## src/rtl/exec_controller_pkg.sv

```systemverilog
// Shared definitions for the run/halt/single-step sequencer.
//   - default widths for PC, instruction and cycle counter
//   - sequencer state encoding and halt cause codes
//   - ECALL / EBREAK instruction words
package exec_controller_pkg;

   localparam int XLEN_DEF  = 64;
   localparam int ILEN_DEF  = 32;
   localparam int CNT_W_DEF = 32;

   typedef enum logic [1:0] {
      ST_IDLE   = 2'd0,
      ST_RUN    = 2'd1,
      ST_STEP   = 2'd2,
      ST_HALTED = 2'd3
   } state_e;

   typedef enum logic [2:0] {
      CAUSE_NONE   = 3'd0,
      CAUSE_HOST   = 3'd1,
      CAUSE_BP     = 3'd2,
      CAUSE_LIMIT  = 3'd3,
      CAUSE_ECALL  = 3'd4,
      CAUSE_EBREAK = 3'd5,
      CAUSE_STEP   = 3'd6
   } cause_e;

   localparam logic [31:0] INSN_ECALL  = 32'h0000_0073;
   localparam logic [31:0] INSN_EBREAK = 32'h0010_0073;

endpackage

```

## src/rtl/exec_controller_halt_detect.sv

```systemverilog
// Combinational halt priority encoder.
// Inputs : state, skip (resume-past-breakpoint flag), halt_req, bp_match,
//          limit_match, instruction.
// Outputs: halt_fire (go to HALTED at next edge), commit_ok (datapath may
//          update this cycle), cause (halt reason, valid when halt_fire).
module exec_controller_halt_detect
   import exec_controller_pkg::*;
#(
   parameter int ILEN = ILEN_DEF
) (
   input  state_e            state,
   input  logic              skip,
   input  logic              halt_req,
   input  logic              bp_match,
   input  logic              limit_match,
   input  logic [ILEN-1:0]   instruction,
   output logic              halt_fire,
   output logic              commit_ok,
   output cause_e            cause
);

   logic is_ecall_s;
   logic is_ebreak_s;

   assign is_ecall_s  = (instruction == ILEN'(INSN_ECALL));
   assign is_ebreak_s = (instruction == ILEN'(INSN_EBREAK));

   // Priority encode the halt reason for the current cycle.
   always_comb begin
      halt_fire = 1'b0;
      commit_ok = 1'b0;
      cause     = CAUSE_NONE;
      case (state)
         ST_RUN: begin
            if (halt_req) begin
               halt_fire = 1'b1;
               cause     = CAUSE_HOST;
            end else if (bp_match && !skip) begin
               halt_fire = 1'b1;
               cause     = CAUSE_BP;
            end else if (limit_match) begin
               halt_fire = 1'b1;
               cause     = CAUSE_LIMIT;
            end else if (is_ecall_s) begin
               // ECALL/EBREAK retire before halting
               halt_fire = 1'b1;
               commit_ok = 1'b1;
               cause     = CAUSE_ECALL;
            end else if (is_ebreak_s) begin
               halt_fire = 1'b1;
               commit_ok = 1'b1;
               cause     = CAUSE_EBREAK;
            end else begin
               commit_ok = 1'b1;
            end
         end
         ST_STEP: begin
            // A step always ends in HALTED; breakpoint and limit are ignored.
            halt_fire = 1'b1;
            if (halt_req) begin
               cause = CAUSE_HOST;
            end else if (is_ecall_s) begin
               commit_ok = 1'b1;
               cause     = CAUSE_ECALL;
            end else if (is_ebreak_s) begin
               commit_ok = 1'b1;
               cause     = CAUSE_EBREAK;
            end else begin
               commit_ok = 1'b1;
               cause     = CAUSE_STEP;
            end
         end
         default: begin
            halt_fire = 1'b0;
            commit_ok = 1'b0;
            cause     = CAUSE_NONE;
         end
      endcase
   end

endmodule

```

## src/rtl/exec_controller.sv

```systemverilog
// Run/halt/single-step sequencer for the single-cycle RISC-V datapath.
// Inputs : clk, reset (async active-low), start/step pulses, halt_req level,
//          breakpoint enable/address, max_cycles limit (0 = unlimited),
//          current pc and instruction.
// Outputs: commit_en (gates all architectural updates), running, halted,
//          halt_cause, retired_count, cycle_count.
module exec_controller
   import exec_controller_pkg::*;
#(
   parameter int XLEN  = XLEN_DEF,
   parameter int ILEN  = ILEN_DEF,
   parameter int CNT_W = CNT_W_DEF
) (
   input  logic              clk,
   input  logic              reset,
   input  logic              start,
   input  logic              step,
   input  logic              halt_req,
   input  logic              bp_en,
   input  logic [XLEN-1:0]   bp_addr,
   input  logic [CNT_W-1:0]  max_cycles,
   input  logic [XLEN-1:0]   pc,
   input  logic [ILEN-1:0]   instruction,
   output logic              commit_en,
   output logic              running,
   output logic              halted,
   output logic [2:0]        halt_cause,
   output logic [63:0]       retired_count,
   output logic [CNT_W-1:0]  cycle_count
);

   // Saturating increment of the cycle counter.
   function automatic logic [CNT_W-1:0] sat_inc(input logic [CNT_W-1:0] v);
      return (&v) ? v : v + {{(CNT_W-1){1'b0}}, 1'b1};
   endfunction

   state_e            state_q, state_d;
   logic              skip_q, skip_d;
   logic [CNT_W-1:0]  cycle_count_q, cycle_count_d;
   logic [63:0]       retired_count_q, retired_count_d;
   cause_e            halt_cause_q, halt_cause_d;

   logic              idle_like_s;
   logic              enter_run_s;
   logic              enter_step_s;
   logic              bp_match_s;
   logic              limit_match_s;
   logic              halt_fire_s;
   logic              commit_ok_s;
   cause_e            cause_s;

   assign idle_like_s   = (state_q == ST_IDLE) || (state_q == ST_HALTED);
   assign enter_run_s   = idle_like_s && start;
   assign enter_step_s  = idle_like_s && !start && step;
   assign bp_match_s    = bp_en && (pc == bp_addr);
   assign limit_match_s = (max_cycles != {CNT_W{1'b0}}) && (cycle_count_q == max_cycles);

   exec_controller_halt_detect #(.ILEN(ILEN)) u_halt_detect (
      .state       (state_q),
      .skip        (skip_q),
      .halt_req    (halt_req),
      .bp_match    (bp_match_s),
      .limit_match (limit_match_s),
      .instruction (instruction),
      .halt_fire   (halt_fire_s),
      .commit_ok   (commit_ok_s),
      .cause       (cause_s)
   );

   // State register.
   always_ff @(posedge clk or negedge reset) begin
      if (!reset) begin
         state_q <= ST_IDLE;
      end else begin
         state_q <= state_d;
      end
   end

   // Next-state logic; start has priority over step.
   always_comb begin
      state_d = state_q;
      case (state_q)
         ST_IDLE, ST_HALTED: begin
            if (enter_run_s) begin
               state_d = ST_RUN;
            end else if (enter_step_s) begin
               state_d = ST_STEP;
            end else begin
               state_d = state_q;
            end
         end
         ST_RUN, ST_STEP: begin
            if (halt_fire_s) begin
               state_d = ST_HALTED;
            end else begin
               state_d = state_q;
            end
         end
         default: state_d = ST_IDLE;
      endcase
   end

   // Outputs decoded from the registered state.
   always_comb begin
      commit_en = commit_ok_s;
      running   = (state_q == ST_RUN) || (state_q == ST_STEP);
      halted    = (state_q == ST_HALTED);
   end

   // Next values of skip flag, counters and latched cause.
   always_comb begin
      // skip lets the first instruction after a resume pass a breakpoint
      if (enter_run_s || enter_step_s) begin
         skip_d = 1'b1;
      end else if (commit_ok_s) begin
         skip_d = 1'b0;
      end else begin
         skip_d = skip_q;
      end

      if (enter_run_s) begin
         cycle_count_d = {CNT_W{1'b0}};
      end else if ((state_q == ST_RUN) && !halt_fire_s) begin
         cycle_count_d = sat_inc(cycle_count_q);
      end else begin
         cycle_count_d = cycle_count_q;
      end

      if (commit_ok_s) begin
         retired_count_d = retired_count_q + 64'd1;
      end else begin
         retired_count_d = retired_count_q;
      end

      if (halt_fire_s) begin
         halt_cause_d = cause_s;
      end else begin
         halt_cause_d = halt_cause_q;
      end
   end

   // Skip flag, counter and cause registers.
   always_ff @(posedge clk or negedge reset) begin
      if (!reset) begin
         skip_q          <= 1'b0;
         cycle_count_q   <= {CNT_W{1'b0}};
         retired_count_q <= 64'd0;
         halt_cause_q    <= CAUSE_NONE;
      end else begin
         skip_q          <= skip_d;
         cycle_count_q   <= cycle_count_d;
         retired_count_q <= retired_count_d;
         halt_cause_q    <= halt_cause_d;
      end
   end

   assign halt_cause    = halt_cause_q;
   assign retired_count = retired_count_q;
   assign cycle_count   = cycle_count_q;

endmodule

```

## config.mk

```make
export PLATFORM = sky130hd
export DESIGN_NAME = exec_controller
export DESIGN_NICKNAME = d
export VERILOG_FILES = /design/src/rtl/exec_controller_pkg.sv /design/src/rtl/exec_controller_halt_detect.sv /design/src/rtl/exec_controller.sv
export SDC_FILE = /design/constraint.sdc
export NUM_CORES = 1
export LEC_CHECK = 0
export ABC_AREA = 1
export BUFFER_PORTS_ARGS = -buffer_cell sky130_fd_sc_hd__buf_2
export CAP_MARGIN = 10
export CORE_MARGIN = 5
export CORE_UTILIZATION = 47
export CTS_CLUSTER_DIAMETER = 40
export CTS_CLUSTER_SIZE = 10
export DETAILED_ROUTE_END_ITERATION = 16
export GPL_TIMING_DRIVEN = 0
export PLACE_DENSITY = 0.76
export SYNTH_ARGS = -nofsm -noshare
export SYNTH_HDL_FRONTEND = slang
export SYNTH_SLANG_ARGS = --single-unit
```

## constraint.sdc

```tcl
create_clock -name clk -period 2.4 [get_ports clk]
set_clock_uncertainty 0.1 [all_clocks]
set_input_delay 0.6 -clock clk [delete_from_list [all_inputs] [get_ports clk]]
set_output_delay 0.6 -clock clk [all_outputs]
set_load 0.05 [all_outputs]
```

; ---- Yosys cells after proc, flatten, opt, wreduce, memory -nomap -nowiden
; Cells that the tools add are included.
[totals]
reg_bits = 102
input_bits = 198
output_inout_bits = 102
wordCells = 68
[classes]
addsub = 2
n_eq_ne = 10
mux = 29
n_reduce_logical = 22
[op_table]
columns = op, n
row1 = 32-bit 2-to-1 mux, 3
row2 = "64-bit by 1-bit adder with 64-bit output, second input constant", 1
row3 = 64-bit equality test, 1
row4 = "32-bit by 1-bit adder with 32-bit output, second input constant", 1
row5 = "32-bit by 21-bit equality test with 1-bit output, second input constant", 1
row6 = 32-bit equality test, 1
row7 = "32-bit by 7-bit equality test with 1-bit output, second input constant", 1
row8 = 32-bit AND reduction, 1
row9 = 32-bit nonzero test, 1
row10 = 3-bit 2-to-1 mux, 7
row11 = 1-bit 2-to-1 mux, 11
row12 = 2-bit 2-to-1 mux, 4
row13 = 1-bit logical AND, 7
row14 = 3-bit case mux with 2 select lines, 1
row15 = "2-bit equality test, second input constant", 2
row16 = "2-bit inequality test, second input constant", 2
row17 = 1-bit case mux with 2 select lines, 2
row18 = 2-bit case mux with 2 select lines, 1
row19 = 2-bit AND reduction, 2
row20 = 2-bit nonzero test, 2
row21 = 2-bit OR reduction, 2
row22 = 1-bit logical NOT, 3
row23 = 1-bit logical OR, 3
row24 = "3-bit inequality test, second input constant", 1
row25 = 2 further kinds, 2

; ---- Logic depth before layout (Yosys ltp)
; Gate-level depths: netlist (run 1).
[depth]
word_depth = 11
ltp_mapped = 17
depth_no_buf = 16

; ---- Cells and area by module
; A second synthesis (run 1) with hierarchy kept.
[hier_totals]
hier_cells = 1235
area_unflattened_um2 = 8045.2
[by_module_without_submodules]
columns = module, n_inst, cells_each, area_each_um2
row1 = exec_controller, 1, 1168, 7737.4
row2 = exec_controller_halt_detect, 1, 67, 307.8

; ---- Worst setup path before layout (run 1)
; No wires, ideal clock.
[synth_path]
path_type = flip-flop to output port
startpoint = register cycle_count_q[11], in the netlist cycle_count[11]
endpoint = output commit_en
arrival_ps = 1883
required_ps = 1700
setup_slack_ps = -183
path_stages_with_launch = 12
n_path_buf = 2
cell_sequence = dfrtp_1 > inv_2 > or2_1 > nand3_1 > nor2_1 > nand2_1 > nor2_1 > nand3_2 > nand3_2 > a21oi_4 > buf_6 > buf_6
[synth_via]
elab_chain_len = 6
[synth_lines]
columns = item, line
row1 = "start, declared", exec_controller.sv:39  ; logic [CNT_W-1:0] cycle_count_q, cycle_count_d;
row2 = "start signal, assigned", exec_controller.sv:146  ; cycle_count_q <= {CNT_W{1'b0}};
row3 = "start signal, assigned", exec_controller.sv:151  ; cycle_count_q <= cycle_count_d;
row4 = 32-bit equality test, exec_controller.sv:56  ; assign limit_match_s = (max_cycles != {CNT_W{1'b0}}) && (cycle_count_q == max_cycles);
row5 = 1-bit logical AND, exec_controller.sv:56
row6 = 1-bit 2-to-1 mux, exec_controller_halt_detect.sv:41  ; end else if (limit_match) begin
row7 = 1-bit 2-to-1 mux, exec_controller_halt_detect.sv:38  ; end else if (bp_match && !skip) begin
row8 = 1-bit 2-to-1 mux, exec_controller_halt_detect.sv:35  ; if (halt_req) begin
row9 = 1-bit case mux with 2 select lines, exec_controller_halt_detect.sv:33  ; case (state)
row10 = "end, declared", exec_controller.sv:24  ; output logic commit_en,
; No other way between the ends.

; ---- Final worst setup path (run 1)
[layout_path]
startpoint = register cycle_count_q[30], in the netlist cycle_count[30]
endpoint = output commit_en
; The elaborated chain is that of the path after synthesis.

==> metrics.txt, run 1 <==
share of synthesized cell area in full adder, half adder and majority cells 0.723%; clock-pin slew on the worst setup and hold paths 0.07 ns; worst slack, placed -0.806 ns; Seq cells post-synth 102; required time at the worst-slack endpoint 1.70 ns; share of synthesized area occupied by flip-flops and latches 29.5%; pin slew with the least headroom to its limit 0.691 ns; number of standard cells in the final layout excluding fillers 1,923; Final min period 2.69 ns; Congestion Overflow GR 0; post-synthesis instance area 8650 um2; crit path kind reg2out; detailed-route via count 10,200; final-layout fill cell count 1,741; WL per Instance 18.4 um; core box area 18,000 um2; reg-to-reg startpoint cycle_count[0]; r2r worst-path depth 13; share of synthesized area spent on multiplexers 0%; area growth from synthesis to layout 34.7%; Reg area 2580 um2; setup repair after global routing missed its margin yes; path category of the worst min-delay check in2async; Syn Area/Cell 6.44 um2; Max Cap Violations 0; initial core utilization 48.0%; simple-gate share of the synthesized area 41.9%; Routed WL 35.5 mm; result of the run complete, but fails checks; Core Rows 49; number of DRC violations after detailed-routing iteration 0 652; number of placed cells counting well taps 1,873; pwr dens 817 nW/um2; Clock Sink Count 102; xor and xnor area share after synthesis 13.7%; initial antenna violation count 4; number of nets in the synthesized netlist 1,547; main combinational cell family by area after synthesis simple AND/OR/NAND/NOR gates; x dimension of the die 146 um; largest fanout on the critical path 3; biggest area contributors in the synthesized netlist dfrtp_1 (29%), nand2_1 (18%), inv_1 (7.9%), xnor2_1 (7.4%), nor2_1 (7.3%); clk root buf clkbuf_16; first-pass GRT wire length 53.1 mm; count of unresolved DRC violations after routing 0; Pleak 5.88 nW; top-level port count 300; Total Routing Usage GR 31.5%; worst hold slack 0.104 ns; Synth top area share 29.5%; Slew Viols, Final 0; per-cell via count in the routed design 5.33; Finished Cell Area 11,700 um2; worst ir drop on vdd 0.864 mV; area of placed instances 10,600 um2; area of combinational cells with multiple inputs 5550 um2; DPL Wire Length 28.2 mm; flop2flop setup slack 0.01 ns; Max Clk Rate 371 MHz; clock buffer depth 2; Port-buffer cells 299; CTS H-Tree Depth 3; remaining max-slew budget at the tightest pin 53.5%; post-route fraction of the period consumed by the critical path 112%; CP Capture Type output pin; Synth warnings 0; number of buffers created by CTS 9; fraction of layout cells with a size suffix above 1 29.5%; Clock Latency Late Sink 0.36 ns; remaining antenna violation count 0; Die Height 146 um; number of nets in the final layout 1,888; count of cell types in the netlist 36; fin util 64.7%; complex-gate fraction of the synthesized area 3.25%; failing checks negative setup slack; final setup slack of the worst path -0.294 ns; final estimated routing congestion in global placement 0.993; final-report hold violation count 0; die area 21,200 um2; critical path data arrival time 1.99 ns; pin count of the biggest net entering global routing 67; gate count of the mapped netlist 1,344; destination of the worst register-to-register timing path cycle_count[17]; 1st-pass router iterations 5; element type at the critical path start flop; # setup viols final 1; TritonCTS clock tree done; via count of the first global-routing pass 9,521; Synth area leader dfrtp_1
==> cells in the final DEF (no fill, tap or decap), types with 5 or more instances in the layout <==
master | synthesis | layout
buf_2 | 13 | 295
buf_4 | 2 | 35
buf_6 | 11 | 18
buf_8 | 0 | 6
clkbuf_16 | 0 | 13
dfrtp_1 | 102 | 79
dfrtp_2 | 0 | 23
inv_1 | 181 | 176
nand2_1 | 405 | 398
nand2_2 | 3 | 8
nand3_1 | 70 | 52
nand3_2 | 3 | 18
nand4_1 | 69 | 69
nor2_1 | 169 | 148
nor2_2 | 1 | 17
nor2_4 | 0 | 5
nor3_1 | 47 | 43
nor3_2 | 3 | 5
nor4_1 | 30 | 25
o21ai_0 | 30 | 29
o21ai_1 | 17 | 17
or2_1 | 5 | 5
or2_4 | 0 | 9
xnor2_1 | 73 | 67
xnor2_2 | 0 | 6
xor2_1 | 62 | 62
==> cells by family after synthesis <==
family,after synthesis
buffers and inverters,224
adders and majority gates,5
and+or+nand+nor,826
DFF,102
AOI/OAI and AO/OA,52
xor gates and xnor gates,135
==> cell usage after synthesis, drive strengths merged <==
| library cell | number |
|---|---|
| or2 | 18 |
| nand2 | 409 |
| nand4 | 69 |
| xnor2 | 73 |
| a21oi | 3 |
| nor2 | 170 |
| nor4 | 31 |
| a22oi | 1 |
| clkbuf | 8 |
| nor3b | 3 |
| nor3 | 50 |
| nand3 | 73 |
| o21ai | 47 |
| nand3b | 3 |
| clkinv | 1 |
| ha | 5 |
| dfrtp | 102 |
| buf | 30 |
| inv | 185 |
| a31oi | 1 |
| xor2 | 62 |
==> sequential cells by signal, summed over array words and instances, names as in the netlist <==
name	flops
halt_cause	3
state_q	2
retired_count	64
skip_q	1
cycle_count	32
==> worst max-delay path by stage <==
| stage | from | endpoint | slack (ns) | depth (start not counted) |
|---|---|---|---|---|
| finish | cycle_count[30] | commit_en | -0.29 | 10 |
| global route | state_q[1] | commit_en | -0.39 | 8 |
| CTS | cycle_count[26] | commit_en | -0.38 | 11 |
| detailed placement | max_cycles[26] | commit_en | -0.81 | 13 |
| global placement | max_cycles[26] | commit_en | -0.78 | 13 |
| floorplan | bp_addr[11] | commit_en | -0.07 | 11 |
==> critical path, stage by stage, from the launching register on <==
cell     delay (ns)
dfrtp_2        0.45
xnor2_2        0.18
nand3_2        0.08
nor2_1         0.08
nand2_1        0.11
nor2_4         0.16
nand3_4        0.11
nand3_4        0.10
a21oi_4        0.07
buf_8          0.14
buf_12         0.14
==> per-layer routing <==
layer / GRT usage [%] / wire length [um]
met1: 40.9 / 14700
met2: 51.5 / 16700
met3: 6.35 / 2870
met4: 12.8 / 1210
met5: 0 / 0
==> power by group <==
part           internal [mW]  total [mW]  switching (mW)
clock network          0.839        1.53           0.695
logic                   1.71        5.40            3.69
registers               2.09        2.59           0.501
==> what timing repair did <==
| item | CTS | global route |
|---|---|---|
| gates cloned | 0 | 4 |
| pin swaps | 6 | 49 |
| hold buffers | 0 | 0 |
| setup endpoints to repair | 52 | 70 |
| setup buffers | 14 | 18 |
| resized for setup | 30 | 115 |
==> stage by stage <==
stage	TNS, ns	power (mW)
after global routing	-3.05	10.0
after global placement	-74.51	7.18
after detailed placement	-20.12	7.26
after floorplan	-0.0709	5.77
after CTS	-0.375	8.90
final	-0.294	9.53
==> area by class of cell <==
type,count,area share (%)
inverter,186,6.16
antenna,4,0.0859
buffer,33,2.49
tap,229,2.46
sequential,102,22.1
clock buffer,11,2.08
timing repair buffer,335,16.5
multi-input combinational,1018,47.6
clock inverter,5,0.504
(Power assumes the default switching activity.)
==> inputs of run 2 (changes only) <==
- CORE_UTILIZATION: 47 -> 46
- PLACE_DENSITY: 0.76 -> 0.74
==> run 2 against run 1 <==
Effect of this change: the flow still finishes with violations (negative setup slack); final cell count rose by 0.62%; routed wire length fell by 2.7%; combinational power fell by 3%; hold slack improved by 0.047 ns; die area rose by 2.0%; via count fell by 0.86%; count of clock-buffer cells in the layout did not move; non-clock buffer count rose by 2; critical path depth did not move; sequential share of layout area rose by 0.30 points; maximum frequency fell by 0.18%; cell area fell by 1.6%.
==> metrics.txt, run 2 (synthesis gave the netlist of run 1 again) <==
pin slew with the least headroom to its limit 0.683 ns (-0.00804 ns); critical path data arrival time 2.00 ns (about the same); number of flip-flops under the largest register name 64 (unchanged); CP Capture Type output pin; top-level port count 300 (unchanged); count of unresolved DRC violations after routing 0 (unchanged); WL per Instance 17.8 um (-3.3%); most common cell after layout, fill and taps aside nand2_1; Finished Cell Area 11,500 um2 (-1.6%); overall power 9.36 mW (-1.8%); fin util 61.5% (-3.1 points); area growth from synthesis to layout 32.6%; pin count of the biggest net entering global routing 54 (-19%); final-layout fill cell count 1,832 (+5.2%); final estimated routing congestion in global placement 0.972 (-2.0%); final-report hold violation count 0 (unchanged); Slew Viols, Final 0 (unchanged); # setup viols final 28 (+27); Clock Latency Late Sink 0.36 ns (about the same); Reg area 2570 um2 (-0.24%); worst hold slack 0.150 ns (+0.0465 ns); Port-buffer cells 299 (unchanged); setup repair after global routing missed its margin yes; cts-stage hold buffer count 0 (unchanged); area of placed instances 10,600 um2 (about the same); first-pass GRT wire length 52.5 mm (-1.2%); post-route fraction of the period consumed by the critical path 112% (+0.20 points); die area 21,700 um2 (+2.0%); pwr dens 815 nW/um2 (-0.22%); Pleak 5.83 nW (-0.92%); Max Cap Violations 0 (unchanged); Core Rows 50 (+2.0%); CTS H-Tree Depth 3 (unchanged); clock-pin slew on the worst setup and hold paths 0.08 ns (about the same); remaining max-slew budget at the tightest pin 54.5% (+0.96 points); top library cells by usage in the layout, fill and taps aside nand2_1 (403), buf_2 (303), inv_1 (179); largest fanout on the critical path 6 (+3); Congestion Overflow GR 0 (unchanged); 1st-pass router iterations 5 (unchanged); Max Clk Rate 371 MHz (-0.18%); failing checks negative setup slack; initial core utilization 46.4% (-1.6 points); clk root buf clkbuf_16; core box area 18,600 um2 (+3.4%); clock buffer depth 2 (unchanged); Final min period 2.70 ns (+0.00475 ns); fraction of layout cells with a size suffix above 1 27.4% (-2.2 points); DPL Wire Length 27.6 mm (-2.3%); Total Routing Usage GR 30.7% (-0.81 points); Clock Sink Count 102 (unchanged); worst ir drop on vdd 0.558 mV (-35%); element type at the critical path start flop; number of nets in the final layout 1,890 (+0.11%); detailed-route via count 10,200 (-0.86%); area of combinational cells with multiple inputs 5380 um2 (-3.1%); required time at the worst-slack endpoint 1.70 ns (about the same); final setup slack of the worst path -0.298 ns (-0.00475 ns); per-cell via count in the routed design 5.25 (-1.5%); remaining antenna violation count 0 (unchanged); crit path kind reg2out; TritonCTS clock tree done; number of buffers created by CTS 9 (unchanged); path category of the worst min-delay check in2async; x dimension of the die 147 um (+1.0%); Die Height 147 um (+1.0%); result of the run complete, but fails checks; Routed WL 34.5 mm (-2.7%); via count of the first global-routing pass 9,518 (-0.032%); initial antenna violation count 8 (+4); number of DRC violations after detailed-routing iteration 0 752 (+15%)
==> run 2: changes by cell type in the layout (fill, tap and decap cells not counted), sizes merged <==
cell,change
buf,+1
clkbuf,+1
diode,+5
==> run 2: path summary, 6_finish.rpt <==
kind	start	to	slack [ns]	depth (start not counted)
max	cycle_count[17]	commit_en	-0.30	10
min	reset	cycle_count[17]	0.15	1
max reg2reg	cycle_count[17]	cycle_count[28]	-0.05	16
min reg2reg	halt_cause[2]	halt_cause[2]	0.37	2
max in group asynchronous	reset	cycle_count[30]	1.31	2
min in group clk	halt_cause[2]	halt_cause[2]	0.37	2
==> run 2: final cells by class <==
type | count | share of cell area [%]
clock buffer | 11 | 2.12
antenna | 9 | 0.196
tap | 234 | 2.55
sequential | 102 | 22.4
clock inverter | 5 | 0.513
inverter | 186 | 6.26
timing repair buffer | 337 | 16.6
multi-input combinational | 1018 | 46.9
buffer | 33 | 2.51
==> run 2: metrics by stage <==
stage	instances	TNS [ns]	setup slack, ns
final	1935	-0.942	-0.298
after global routing	1933	-7.64	-0.424
after CTS	1906	-0.370	-0.370
after detailed placement	1878	-18.93	-0.774
after global placement	1877	-78.98	-0.796
after floorplan	1344	-0.0709	-0.0709
==> run 2: layer usage <==
layer  vias to the layer above  wire length, um  track usage, %
met5                         -                0               0
met4                         0             1210            12.4
met3                        64             2710            4.66
met2                       458            16200            50.4
met1                      4691            14400            40.8
li1                       4946                -               -
==> run 2: what timing repair did <==
item                       4_1_cts  5_1_grt
buffers inserted                16       18
resized for setup               28       64
hold endpoints to repair         0        0
setup endpoints to repair       49       79
gates cloned                     0        4
pin swaps                        6       13
==> run 2: power by group <==
part / internal (mW) / switching, mW / leakage (nW)
clock network: 0.839 / 0.696 / 0.142
registers: 2.09 / 0.473 / 1.35
logic: 1.67 / 3.59 / 4.34
==> run 2: critical path: stages (launching register included) <==
cell and delay [ns]:
dfrtp_1 0.47, xnor2_1 0.17, nand2_1 0.07, nor2_1 0.10, nand2_1 0.09, nor2_4 0.18, nand3_4 0.11, nand3_4 0.09
a21oi_4 0.07, buf_8 0.13, buf_12 0.14
==> inputs of run 3 (changes only) <==
- SKIP_CTS_REPAIR_TIMING: default -> 1
==> run 3 against run 2 <==
Effect of this change: the flow still finishes with violations (negative setup slack); register-to-register slack improved by 0.06 ns; via count down 1.7%; combinational power decreased by 3%; critical path type is now in2out; critical endpoint unchanged; largest power group unchanged.
==> metrics.txt, run 3 (synthesis gave the netlist of run 1 again) <==
result of the run complete, but fails checks; failing checks negative setup slack; number of DRC violations after detailed-routing iteration 0 756 (+0.53%); pwr dens 815 nW/um2 (about the same); final-layout fill cell count 1,849 (+0.93%); Finished Cell Area 11,300 um2 (-1.6%); setup repair after global routing missed its margin yes; Clock Sink Count 102 (unchanged); number of flip-flops under the largest register name 64 (unchanged); Total Routing Usage GR 30.3% (-0.41 points); number of standard cells in the final layout excluding fillers 1,920 (-0.78%); worst ir drop on vdd 0.567 mV (+1.6%); critical path data arrival time 2.17 ns (+0.17 ns); area growth from synthesis to layout 30.4%; via count of the first global-routing pass 9,465 (-0.56%); TritonCTS clock tree done; Slew Viols, Final 0 (unchanged); per-cell via count in the routed design 5.20 (-0.96%); CP Capture Type output pin; Max Clk Rate 348 MHz (-6.1%); detailed-route via count 9,983 (-1.7%); Core Rows 50 (unchanged); Final min period 2.87 ns (+0.176 ns); number of buffers created by CTS 9 (unchanged); initial antenna violation count 9 (+1); top library cells by usage in the layout, fill and taps aside nand2_1 (403), buf_2 (306), inv_1 (179); Routed WL 33.8 mm (-2.1%); top-level port count 300 (unchanged); fraction of layout cells with a size suffix above 1 26.3% (-1.1 points); Clock Latency Late Sink 0.36 ns (about the same); path category of the worst min-delay check in2async; Congestion Overflow GR 0 (unchanged); clock buffer depth 2 (unchanged); final estimated routing congestion in global placement 0.972 (unchanged); Total Neg Setup Slack -0.475 ns (+0.468 ns); clock-pin slew on the worst setup and hold paths 0.08 ns (about the same); required time at the worst-slack endpoint 1.70 ns (about the same); remaining antenna violation count 0 (unchanged); final-report hold violation count 0 (unchanged); overall power 9.20 mW (-1.7%); post-route fraction of the period consumed by the critical path 120% (+7.3 points); most common cell after layout, fill and taps aside nand2_1; die area 21,700 um2 (unchanged); DPL Wire Length 27.6 mm (unchanged); number of placed cells counting well taps 1,878 (unchanged); clk root buf clkbuf_16; fin util 60.5% (-1.0 points); initial core utilization 46.4% (unchanged); pin slew with the least headroom to its limit 0.680 ns (-0.00279 ns); pin count of the biggest net entering global routing 54 (unchanged); x dimension of the die 147 um (unchanged); WL per Instance 17.6 um (-1.3%); # setup viols final 1 (-96%); area of placed instances 10,600 um2 (unchanged); core box area 18,600 um2 (unchanged); Die Height 147 um (unchanged); Max Cap Violations 0 (unchanged); Pleak 5.76 nW (-1.2%); 1st-pass router iterations 6 (+1); element type at the critical path start primary input; crit path kind in2out; count of unresolved DRC violations after routing 0 (unchanged); Port-buffer cells 299 (unchanged); first-pass GRT wire length 51.8 mm (-1.3%); CTS H-Tree Depth 3 (unchanged); number of nets in the final layout 1,875 (-0.79%); largest fanout on the critical path 4 (-2); remaining max-slew budget at the tightest pin 54.7% (+0.19 points); final setup slack of the worst path -0.475 ns (-0.176 ns)
[run 3: cell types whose count changed in the layout (fill, tap and decap cells not counted), moves of 2 or more]
cell       change
dfrtp_1        +4
buf_2          +3
o21ai_0        +2
nor2_2         -4
buf_4         -14
clkbuf_2       +3
o21ai_1        -3
clkbuf_16      -2
dfrtp_2        -4
nor2_1         +4
[run 3: critical path: stages]
cell,delay [ns]
buf_2,0.12
nor2_1,0.10
nand2_1,0.06
nor2_1,0.15
nand2_1,0.15
nor2_1,0.16
nor2_2,0.07
nand3_4,0.10
nand3_4,0.08
a21oi_4,0.20
buf_8,0.15
buf_12,0.10
buf_12,0.12
[run 3: layer usage]
layer	vias to the layer above	global-route usage, %	share of wire, %
met4	0	12.5	3.4
met5	-	0	0
li1	4909	-	-
met3	62	4.35	6.5
met2	395	49.6	47
met1	4617	40.4	43
[run 3: final timing paths]
kind | from | endpoint | slack [ns] | cells after the start
hold reg to reg | halt_cause[2] | halt_cause[2] | 0.37 | 2
hold / removal | reset | cycle_count[17] | 0.15 | 1
setup reg to reg | cycle_count[30] | cycle_count[28] | 0.01 | 15
max in group asynchronous | reset | cycle_count[26] | 1.32 | 2
setup / recovery | max_cycles[26] | commit_en | -0.47 | 13
min in group clk | halt_cause[2] | halt_cause[2] | 0.37 | 2
[run 3: power by group]
group	leakage, nW	total (mW)	internal [mW]	switching, mW
Clock	0.142	1.52	0.839	0.685
Combinational	4.26	5.12	1.57	3.55
Sequential	1.36	2.56	2.09	0.469
Total	5.76	9.20	4.50	4.70
[run 3: per-stage QoR]
stage	setup WS [ns]	hold slack [ns]
2_1_floorplan	-0.0709	0.204
3_3_place_gp	-0.796	0.360
3_5_place_dp	-0.774	0.358
4_1_cts	-0.879	0.186
5_1_grt	-0.556	0.225
6_report	-0.475	0.153
[run 3: cell type report]
cell class	instances	area (um2)	share of cell area, %
timing repair buffer	321	1740	15.4
clock buffer	11	243	2.15
antenna	9	22.5	0.200
buffer	34	268	2.37
sequential	102	2570	22.8
inverter	186	713	6.32
clock inverter	5	58.8	0.521
tap	234	293	2.59
multi-input combinational	1018	5380	47.7
